$ cat src/rtl/sdram_init_seq.sv
// SDRAM power-up initialization sequencer: waits for PLL lock, holds the
// power-up delay, then issues PRECHARGE ALL, N_REFRESH AUTO REFRESH and
// LOAD MODE with fixed spacing before raising a sticky init_done.
// Every output is a flop whose next value is derived from the current state,
// so each command appears on the cycle after its state is entered.
// T_RP, T_RC and T_MRD are expected to be at least 2.
module sdram_init_seq #(
   parameter int unsigned T_POWERUP  = 10000,
   parameter int unsigned T_RP       = 2,
   parameter int unsigned T_RC       = 7,
   parameter int unsigned T_MRD      = 2,
   parameter int unsigned N_REFRESH  = 8,
   parameter logic [12:0] MODE_VALUE = 13'h032
) (
   input  logic        clk_50M,
   input  logic        rst_n,
   input  logic        pll_lock,
   output logic [3:0]  init_cmd,
   output logic [1:0]  init_ba,
   output logic [12:0] init_addr,
   output logic        cke,
   output logic        init_done
);

   localparam int unsigned MAX_A    = (T_POWERUP > T_RC) ? T_POWERUP : T_RC;
   localparam int unsigned MAX_B    = (T_RP > T_MRD) ? T_RP : T_MRD;
   localparam int unsigned MAX_WAIT = (MAX_A > MAX_B) ? MAX_A : MAX_B;
   localparam int unsigned CNT_W    = $clog2(MAX_WAIT + 1);
   localparam int unsigned REF_W    = $clog2(N_REFRESH + 1);

   localparam logic [3:0] CMD_NOP = 4'b0111;
   localparam logic [3:0] CMD_PRE = 4'b0010;
   localparam logic [3:0] CMD_REF = 4'b0001;
   localparam logic [3:0] CMD_LMR = 4'b0000;

   typedef enum logic [3:0] {
      WAIT_LOCK = 4'd0,
      POWERUP   = 4'd1,
      PRECHARGE = 4'd2,
      WAIT_RP   = 4'd3,
      REFRESH   = 4'd4,
      WAIT_RC   = 4'd5,
      LOAD_MODE = 4'd6,
      WAIT_MRD  = 4'd7,
      DONE      = 4'd8
   } state_t;

   state_t             state_q, state_d;
   logic [CNT_W-1:0]   cnt_q, cnt_d;
   logic [REF_W-1:0]   ref_q, ref_d;
   logic [3:0]         cmd_q, cmd_d;
   logic [1:0]         ba_q, ba_d;
   logic [12:0]        addr_q, addr_d;
   logic               cke_q, cke_d;
   logic               done_q, done_d;

   // Next-state, wait counters and next output values from the current state
   always_comb begin
      state_d = state_q;
      cnt_d   = cnt_q;
      ref_d   = ref_q;
      cmd_d   = CMD_NOP;
      ba_d    = 2'b00;
      addr_d  = 13'h0000;
      cke_d   = 1'b1;
      done_d  = 1'b0;

      case (state_q)
         WAIT_LOCK: begin
            cke_d = 1'b0;
            if (pll_lock) begin
               state_d = POWERUP;
               cnt_d   = CNT_W'(T_POWERUP);
               ref_d   = '0;
            end
         end
         POWERUP: begin
            if (cnt_q <= CNT_W'(1)) begin
               state_d = PRECHARGE;
               cnt_d   = '0;
            end else begin
               cnt_d = cnt_q - CNT_W'(1);
            end
         end
         PRECHARGE: begin
            cmd_d   = CMD_PRE;
            addr_d  = 13'h0400;
            state_d = WAIT_RP;
            cnt_d   = CNT_W'(T_RP - 1);
         end
         WAIT_RP: begin
            if (cnt_q <= CNT_W'(1)) begin
               state_d = REFRESH;
               cnt_d   = '0;
            end else begin
               cnt_d = cnt_q - CNT_W'(1);
            end
         end
         REFRESH: begin
            cmd_d   = CMD_REF;
            ref_d   = ref_q + REF_W'(1);
            state_d = WAIT_RC;
            cnt_d   = CNT_W'(T_RC - 1);
         end
         WAIT_RC: begin
            if (cnt_q <= CNT_W'(1)) begin
               cnt_d   = '0;
               state_d = (ref_q == REF_W'(N_REFRESH)) ? LOAD_MODE : REFRESH;
            end else begin
               cnt_d = cnt_q - CNT_W'(1);
            end
         end
         LOAD_MODE: begin
            cmd_d   = CMD_LMR;
            addr_d  = MODE_VALUE;
            state_d = WAIT_MRD;
            cnt_d   = CNT_W'(T_MRD - 1);
         end
         WAIT_MRD: begin
            if (cnt_q <= CNT_W'(1)) begin
               state_d = DONE;
               cnt_d   = '0;
            end else begin
               cnt_d = cnt_q - CNT_W'(1);
            end
         end
         DONE: begin
            done_d = 1'b1;
         end
         default: begin
            state_d = WAIT_LOCK;
            cnt_d   = '0;
            ref_d   = '0;
            cke_d   = 1'b0;
         end
      endcase

      // Lock loss mid-sequence aborts at once: no command, cke low, restart
      if (!pll_lock && (state_q != WAIT_LOCK) && (state_q != DONE)) begin
         state_d = WAIT_LOCK;
         cnt_d   = '0;
         ref_d   = '0;
         cmd_d   = CMD_NOP;
         ba_d    = 2'b00;
         addr_d  = 13'h0000;
         cke_d   = 1'b0;
      end
   end

   // State, counters and registered outputs with synchronous active-low reset
   always_ff @(posedge clk_50M) begin
      if (!rst_n) begin
         state_q <= WAIT_LOCK;
         cnt_q   <= '0;
         ref_q   <= '0;
         cmd_q   <= CMD_NOP;
         ba_q    <= 2'b00;
         addr_q  <= 13'h0000;
         cke_q   <= 1'b0;
         done_q  <= 1'b0;
      end else begin
         state_q <= state_d;
         cnt_q   <= cnt_d;
         ref_q   <= ref_d;
         cmd_q   <= cmd_d;
         ba_q    <= ba_d;
         addr_q  <= addr_d;
         cke_q   <= cke_d;
         done_q  <= done_d;
      end
   end

   assign init_cmd  = cmd_q;
   assign init_ba   = ba_q;
   assign init_addr = addr_q;
   assign cke       = cke_q;
   assign init_done = done_q;

endmodule

$ cat config.mk
export PLATFORM = sky130hd
export DESIGN_NAME = sdram_init_seq
export DESIGN_NICKNAME = d
export VERILOG_FILES = /design/src/rtl/sdram_init_seq.sv
export SDC_FILE = /design/constraint.sdc
export NUM_CORES = 1
export LEC_CHECK = 0
export CELL_PAD_IN_SITES_DETAIL_PLACEMENT = 0
export CELL_PAD_IN_SITES_GLOBAL_PLACEMENT = 1
export CORE_UTILIZATION = 41
export CTS_BUF_LIST = sky130_fd_sc_hd__clkbuf_8
export DETAILED_ROUTE_END_ITERATION = 8
export PLACE_DENSITY = 0.85
export SLEW_MARGIN = 0
export SYNTH_ARGS = -nofsm -noshare
export SYNTH_HDL_FRONTEND = slang
export SYNTH_SLANG_ARGS = --single-unit
$ cat constraint.sdc
create_clock -name clk_50M -period 2.35 [get_ports clk_50M]
set_input_delay 0.47 -clock clk_50M [delete_from_list [all_inputs] [get_ports clk_50M]]
set_output_delay 0.47 -clock clk_50M [all_outputs]
set_load 0.01 [all_outputs]
==> results_dict.tcl, run 1 <==
set metrics [dict create \
    crit_arrival_ns 2.26 \
    dp_slack_ns 0.2129 \
    setup_violations 0 \
    r2r_start "cnt_q[9]$_SDFFE_PP0P_" \
    max_cap_violations 0 \
    antenna_found_initial 0 \
    cts_root_buf "clkbuf_8" \
    cts.clk_slew.worst_paths_ns 0.07 \
    crit_start "cnt_q[9]$_SDFFE_PP0P_" \
    power_density_mw_per_mm2 826.2 \
    route.detailed.drc 0 \
    synthAdderAreaFrac_pct 3.157 \
    firstDrtPassIters 4 \
    drt-wirelength-per-cell_um 12.61 \
    synth-xor-area-share_pct 2.210 \
    mostFrequentLayoutCells "dfxtp_1, nor2_1, nand2_1, a21oi_1, conb_1" \
    finalMaxSlewViolations 0 \
    rows 22 \
    totalWireLength_um 3203 \
    vias 1345 \
    synth_compound_gate_area_share_pct 15.55 \
    die_area_mm2 0.004119 \
    synthCells 190 \
    drt-met1-wl_um 1559 \
    synth_seq_cells 29 \
    first_global_vias 1160 \
    wl_met2_um 1455 \
    ctsResizeCount 0 \
    hp-start "cnt_q[12]$_SDFFE_PP0P_" \
    final_layout_size_suffix_gt1_share_pct 11.17 \
    cp-end-kind "flop" \
    synth_area_leaders "dfxtp_1, buf_4, nor2_1, a21oi_1, a31oi_1" \
    clock_insertion_delay_worst_skew_ns 0.29 \
    mostFrequentLayoutCell "dfxtp_1" \
    yosysUniqueCellTypes 43 \
    grt_setup_unrepaired "false" \
    period_minus_slack_ns 2.088 \
    cts_buffers 5 \
    cts_setup_buffers 0 \
    holdCritPathClass "reg -> reg" \
    startpoint_type "flop" \
    synth-async-reset-ratio_pct 0 \
    synthFlopType "dfxtp_1" \
    die_h_um 64.18 \
    met3_length_um 145 \
    clockBufferDepth 2 \
    synth_simple_gate_area_share_pct 29.12 \
    syn2layout_area_growth_pct 13.89 \
    path_max_fanout 11 \
    grt_max_degree 14 \
    fmax_mhz 479.0 \
    grt_pass1_wl_um 5430 \
    highest_layer "met4" \
    synth_top_cell_area_share_pct 36.62 \
    gr-total-overflow 0 \
    synth_seq_area_share_pct 36.62 \
    status "completed" \
    multi_input_area_um2 848.3 \
    dp_hpwl_um 2243 \
    die_x_um 64.18 \
    hold_viol_final 0 \
    setup_slack_ns 0.2622 \
    ctsHoldBuffers 0 \
    avgViaCountPerCell 5.295 \
    ios 24 \
    core-area_mm2 0.003689 \
    layout_worst_path_cycle_share_pct 88.84 \
    max_slew_margin_pct 43.74 \
    seqCellArea_um2 580.6 \
    port-buffer-count 11 \
    synth-edff-count 0 \
    postSynthAreaPerCell_um2 8.344 \
    synth_top_family_by_area "simple AND/OR/NAND/NOR gates" \
    irDropWorstVdd_mv 0.3218 \
    setup_tns_ns 0 \
    yosysWarnings 0 \
    start_util_pct 42.98 \
    cts_tree "yes" \
    synth.area.mux_share_pct 0.6314 \
    clock_sinks 29 \
    tightest_slew_ns 0.8383 \
    required_ns 2.52 \
    synth.largest_area_cell "dfxtp_1" \
    place_congestion 0.7541 \
    final_nets 212 \
    cts-htree-levels 2 \
    syn_area_mm2 0.001585 \
    path_class "reg -> reg" \
    antennaDiodeCount 0 \
    antenna_left 0 \
    finClkSkew_ns 0.009968 \
    drt_iter0_drc 99 \
    fill_cells 372 \
    track_usage_pct 17.35 \
    p_leak_nw 0.7003 \
]
-- power breakdown --
group          switching, mW  internal, mW  leakage [nW]  total [mW]
registers             0.0564         0.532         0.237       0.588
clock network          0.195         0.341        0.0626       0.536
logic                  0.211         0.156         0.401       0.367
-- per-stage QoR --
stage,instance area [um^2],hold WS [ns],std cells,power (mW),utilization [%]
2_1_floorplan,1627,0.4381,201,0.8777,-
3_3_place_gp,1689,0.4550,246,0.9598,45.79
3_5_place_dp,1689,0.4701,246,0.9622,45.79
4_1_cts,1805,0.4860,254,1.501,48.95
5_1_grt,1805,0.5325,254,1.572,48.95
6_report,1805,0.4848,254,1.492,48.95
-- registers in the layout (all words and copies together) (netlist names) --
| name | cells |
|---|---|
| cnt_q | 14 |
| init_cmd | 3 |
| init_addr | 2 |
| state_q | 4 |
| init_done | 1 |
| ref_q | 4 |
| cke | 1 |
-- cell families (layout without fill, tap and decap cells) --
family | count (synthesis) | count (layout)
other | 1 | 12
AOI/OAI and AO/OA | 39 | 39
and+or+nand+nor | 82 | 82
DFF | 29 | 29
xor gates and xnor gates | 4 | 4
muxes | 1 | 1
buffers and inverters | 30 | 35
adders and majority gates | 4 | 4
-- routing by layer --
layer,global-route usage [%],up-vias
met5,0,-
met4,8.333,0
met3,4.821,5
met2,25.93,44
met1,22.85,619
li1,-,677
-- worst max-delay path, stage by stage, from the launching register on --
cell and delay (ns):
dfxtp_1 0.37, or4_4 0.59, nor4_4 0.42, a21oi_1 0.13, buf_4 0.19, a31oi_1 0.16, o21ai_0 0.10
-- synthesized netlist by cell type, drive strengths merged (2+ instances only) --
| master | number |
|---|---|
| nor3 | 6 |
| and2 | 3 |
| o32ai | 2 |
| ha | 4 |
| buf | 21 |
| a21oi | 13 |
| nand3 | 11 |
| nand2b | 6 |
| and3 | 2 |
| a31oi | 9 |
| dfxtp | 29 |
| o211ai | 2 |
| or3 | 5 |
| a2bb2oi | 2 |
| nor2 | 17 |
| nand4 | 3 |
| o21ai | 6 |
| nor4 | 5 |
| inv | 8 |
| nor2b | 2 |
| nand2 | 15 |
| xor2 | 3 |
| or4 | 3 |
| nor4b | 2 |
-- cell type report --
| cell class | instances | area share [%] |
|---|---|---|
| Clock buffer | 6 | 4.574 |
| Clock inverter | 2 | 1.871 |
| Inverter | 8 | 1.663 |
| Multi-Input combinational cell | 142 | 46.99 |
| Sequential cell | 29 | 32.16 |
| Tap cell | 48 | 3.326 |
| Timing Repair Buffer | 19 | 9.425 |
-- worst paths after layout --
path                            end  slack [ns]  depth (start not counted)
max          cnt_q[13]$_SDFFE_PP0P_        0.26                          6
min          cnt_q[12]$_SDFFE_PP0P_        0.48                          1
max reg2reg  cnt_q[13]$_SDFFE_PP0P_        0.26                          6
min reg2reg  cnt_q[12]$_SDFFE_PP0P_        0.48                          1
Power figures use the tool's default switching activity.
==> run 2, diff against run 1 <==
GPL_TIMING_DRIVEN = 0   (was default)
==> run 2 against run 1 <==
Final area rose by 3.7%. Sequential share of layout area fell by 1.2 points. Flip-flop and latch count did not move. Clock power fell by 24%. Maximum frequency rose by 2.2%. Critical path type is now in -> reg. Largest power group unchanged. Critical path depth did not move. Worst hold slack got worse by 0.0058 ns. Via count rose by 1.1%. Critical endpoint is now cnt_q[5]$_SDFFE_PP0P_.
==> results_dict.tcl, run 2 (same netlist as run 1, synthesis figures left out) <==
set metrics [dict create \
    vias 1360 \
    rows 22 \
    fmax_mhz 489.7 \
    cts_buffers 5 \
    antennaDiodeCount 0 \
    grt_setup_unrepaired "false" \
    p_leak_nw 0.7596 \
    setup_violations 0 \
    gr-total-overflow 0 \
    cts_tree "yes" \
    path_class "in -> reg" \
    combPwrFrac_pct 26.4 \
    p_switching_uw 438.0 \
    clock_insertion_delay_worst_skew_ns 0.28 \
    reg.largest.list "cnt_q x14, ref_q x4, state_q x4" \
    clock_sinks 29 \
    max_slew_margin_pct 49.06 \
    antenna_left 0 \
    tightest_slew_ns 0.7590 \
    die_area_mm2 0.004119 \
    final_layout_size_suffix_gt1_share_pct 16.06 \
    cts_root_buf "clkbuf_8" \
    place_congestion 0.7428 \
    die_h_um 64.18 \
    track_usage_pct 16.40 \
    port-buffer-count 10 \
    clockBufferDepth 2 \
    hold_slack_ns 0.4791 \
    ctsHoldBuffers 0 \
    seqPwrFrac_pct 43.4 \
    path_max_fanout 7 \
    die_x_um 64.18 \
    syn2layout_area_growth_pct 18.15 \
    first_global_vias 1166 \
    required_ns 2.55 \
    intPower_uw 912.8 \
    mostFrequentLayoutCell "dfxtp_1" \
    cts_setup_buffers 0 \
    hold_viol_final 0 \
    firstDrtPassIters 4 \
    period_minus_slack_ns 2.042 \
    ios 24 \
    startpoint_type "input pin" \
    max_flop_register "cnt_q" \
    setup_tns_ns 0 \
    power_density_mw_per_mm2 721.2 \
    mostFrequentLayoutCells "dfxtp_1, nor2_1, buf_4, nand2_1" \
    irDropWorstVdd_mv 0.2246 \
    finalMaxSlewViolations 0 \
    cp-end-kind "flop" \
    multi_input_area_um2 848.3 \
    route.detailed.drc 0 \
    totalWireLength_um 3048 \
    core-area_mm2 0.003689 \
    largest_register_ffs 14 \
    seqCellArea_um2 580.6 \
    holdCritPathClass "in -> reg" \
    layout_worst_path_cycle_share_pct 86.90 \
    finClkSkew_ns 0.002827 \
    ctsResizeCount 0 \
    antenna_found_initial 0 \
    fill_cells 383 \
    cts-htree-levels 2 \
    max_cap_violations 0 \
    grt_max_degree 11 \
    crit_arrival_ns 2.24 \
    status "completed" \
    start_util_pct 42.98 \
    cts.clk_slew.worst_paths_ns 0.06 \
    p_sw_share_pct 32.43 \
    grt_pass1_wl_um 5223 \
    drt_iter0_drc 91 \
    dp_hpwl_um 2228 \
    final_nets 225 \
    drt-wirelength-per-cell_um 11.46 \
    p_clk_share_pct 30.2 \
    avgViaCountPerCell 5.113 \
]
run 2: cell types whose count changed in the layout (fill, tap and decap cells not counted):
cell,before,now
buf_6,0,3
buf_2,0,2
clkbuf_1,0,1
clkdlybuf4s50_1,11,10
buf_4,8,16
bufinv_16,1,0
run 2: layout make-up:
cell class | count | area share (%)
Tap cell | 48 | 3.206
Sequential cell | 29 | 31.00
Buffer | 22 | 8.951
Clock buffer | 6 | 4.409
Multi-Input combinational cell | 142 | 45.29
Clock inverter | 1 | 0.2004
Timing Repair Buffer | 10 | 5.344
Inverter | 8 | 1.603
run 2: worst paths after layout:
path	cells past startpoint	to	slack (ns)	startpoint
setup / recovery	6	cnt_q[5]$_SDFFE_PP0P_	0.31	pll_lock
hold reg to reg	1	cnt_q[12]$_SDFFE_PP0P_	0.48	cnt_q[12]$_SDFFE_PP0P_
hold / removal	2	init_done$_SDFF_PN0_	0.48	rst_n
setup reg to reg	6	cnt_q[13]$_SDFFE_PP0P_	0.32	cnt_q[9]$_SDFFE_PP0P_
run 2: metal layers:
layer	global-route usage (%)	routed length, um	share of wire (%)
met5	0	0	0
met4	8.333	46	1.5
met3	3.214	125	4.1
met2	24.87	1370	45
met1	21.96	1504	49
run 2: stage by stage:
stage	utilization (%)	area [um^2]	setup slack, ns	std cells	total power [mW]
after CTS	50.78	1873	0.3093	266	1.358
after floorplan	-	1627	0.4746	201	0.8777
after global routing	50.78	1873	0.1014	266	1.436
after global placement	48.44	1787	0.01829	259	0.9545
after detailed placement	48.44	1787	0.03786	259	0.9506
final	50.78	1873	0.3078	266	1.351
run 2: critical path, stage by stage:
cell and delay (ns):
clkdlybuf4s50_1 0.54, nand2b_1 0.18, and2_1 0.18, clkbuf_1 0.17, or4_1 0.52, a31oi_1 0.17
run 2: power by group through the flow:
stage	sequential [mW]	combinational [mW]	clock [mW]
floorplan	0.586	0.291	0
global placement	0.597	0.358	0
detailed placement	0.596	0.354	0
CTS	0.586	0.356	0.415
global route	0.594	0.407	0.436
finish	0.586	0.356	0.408
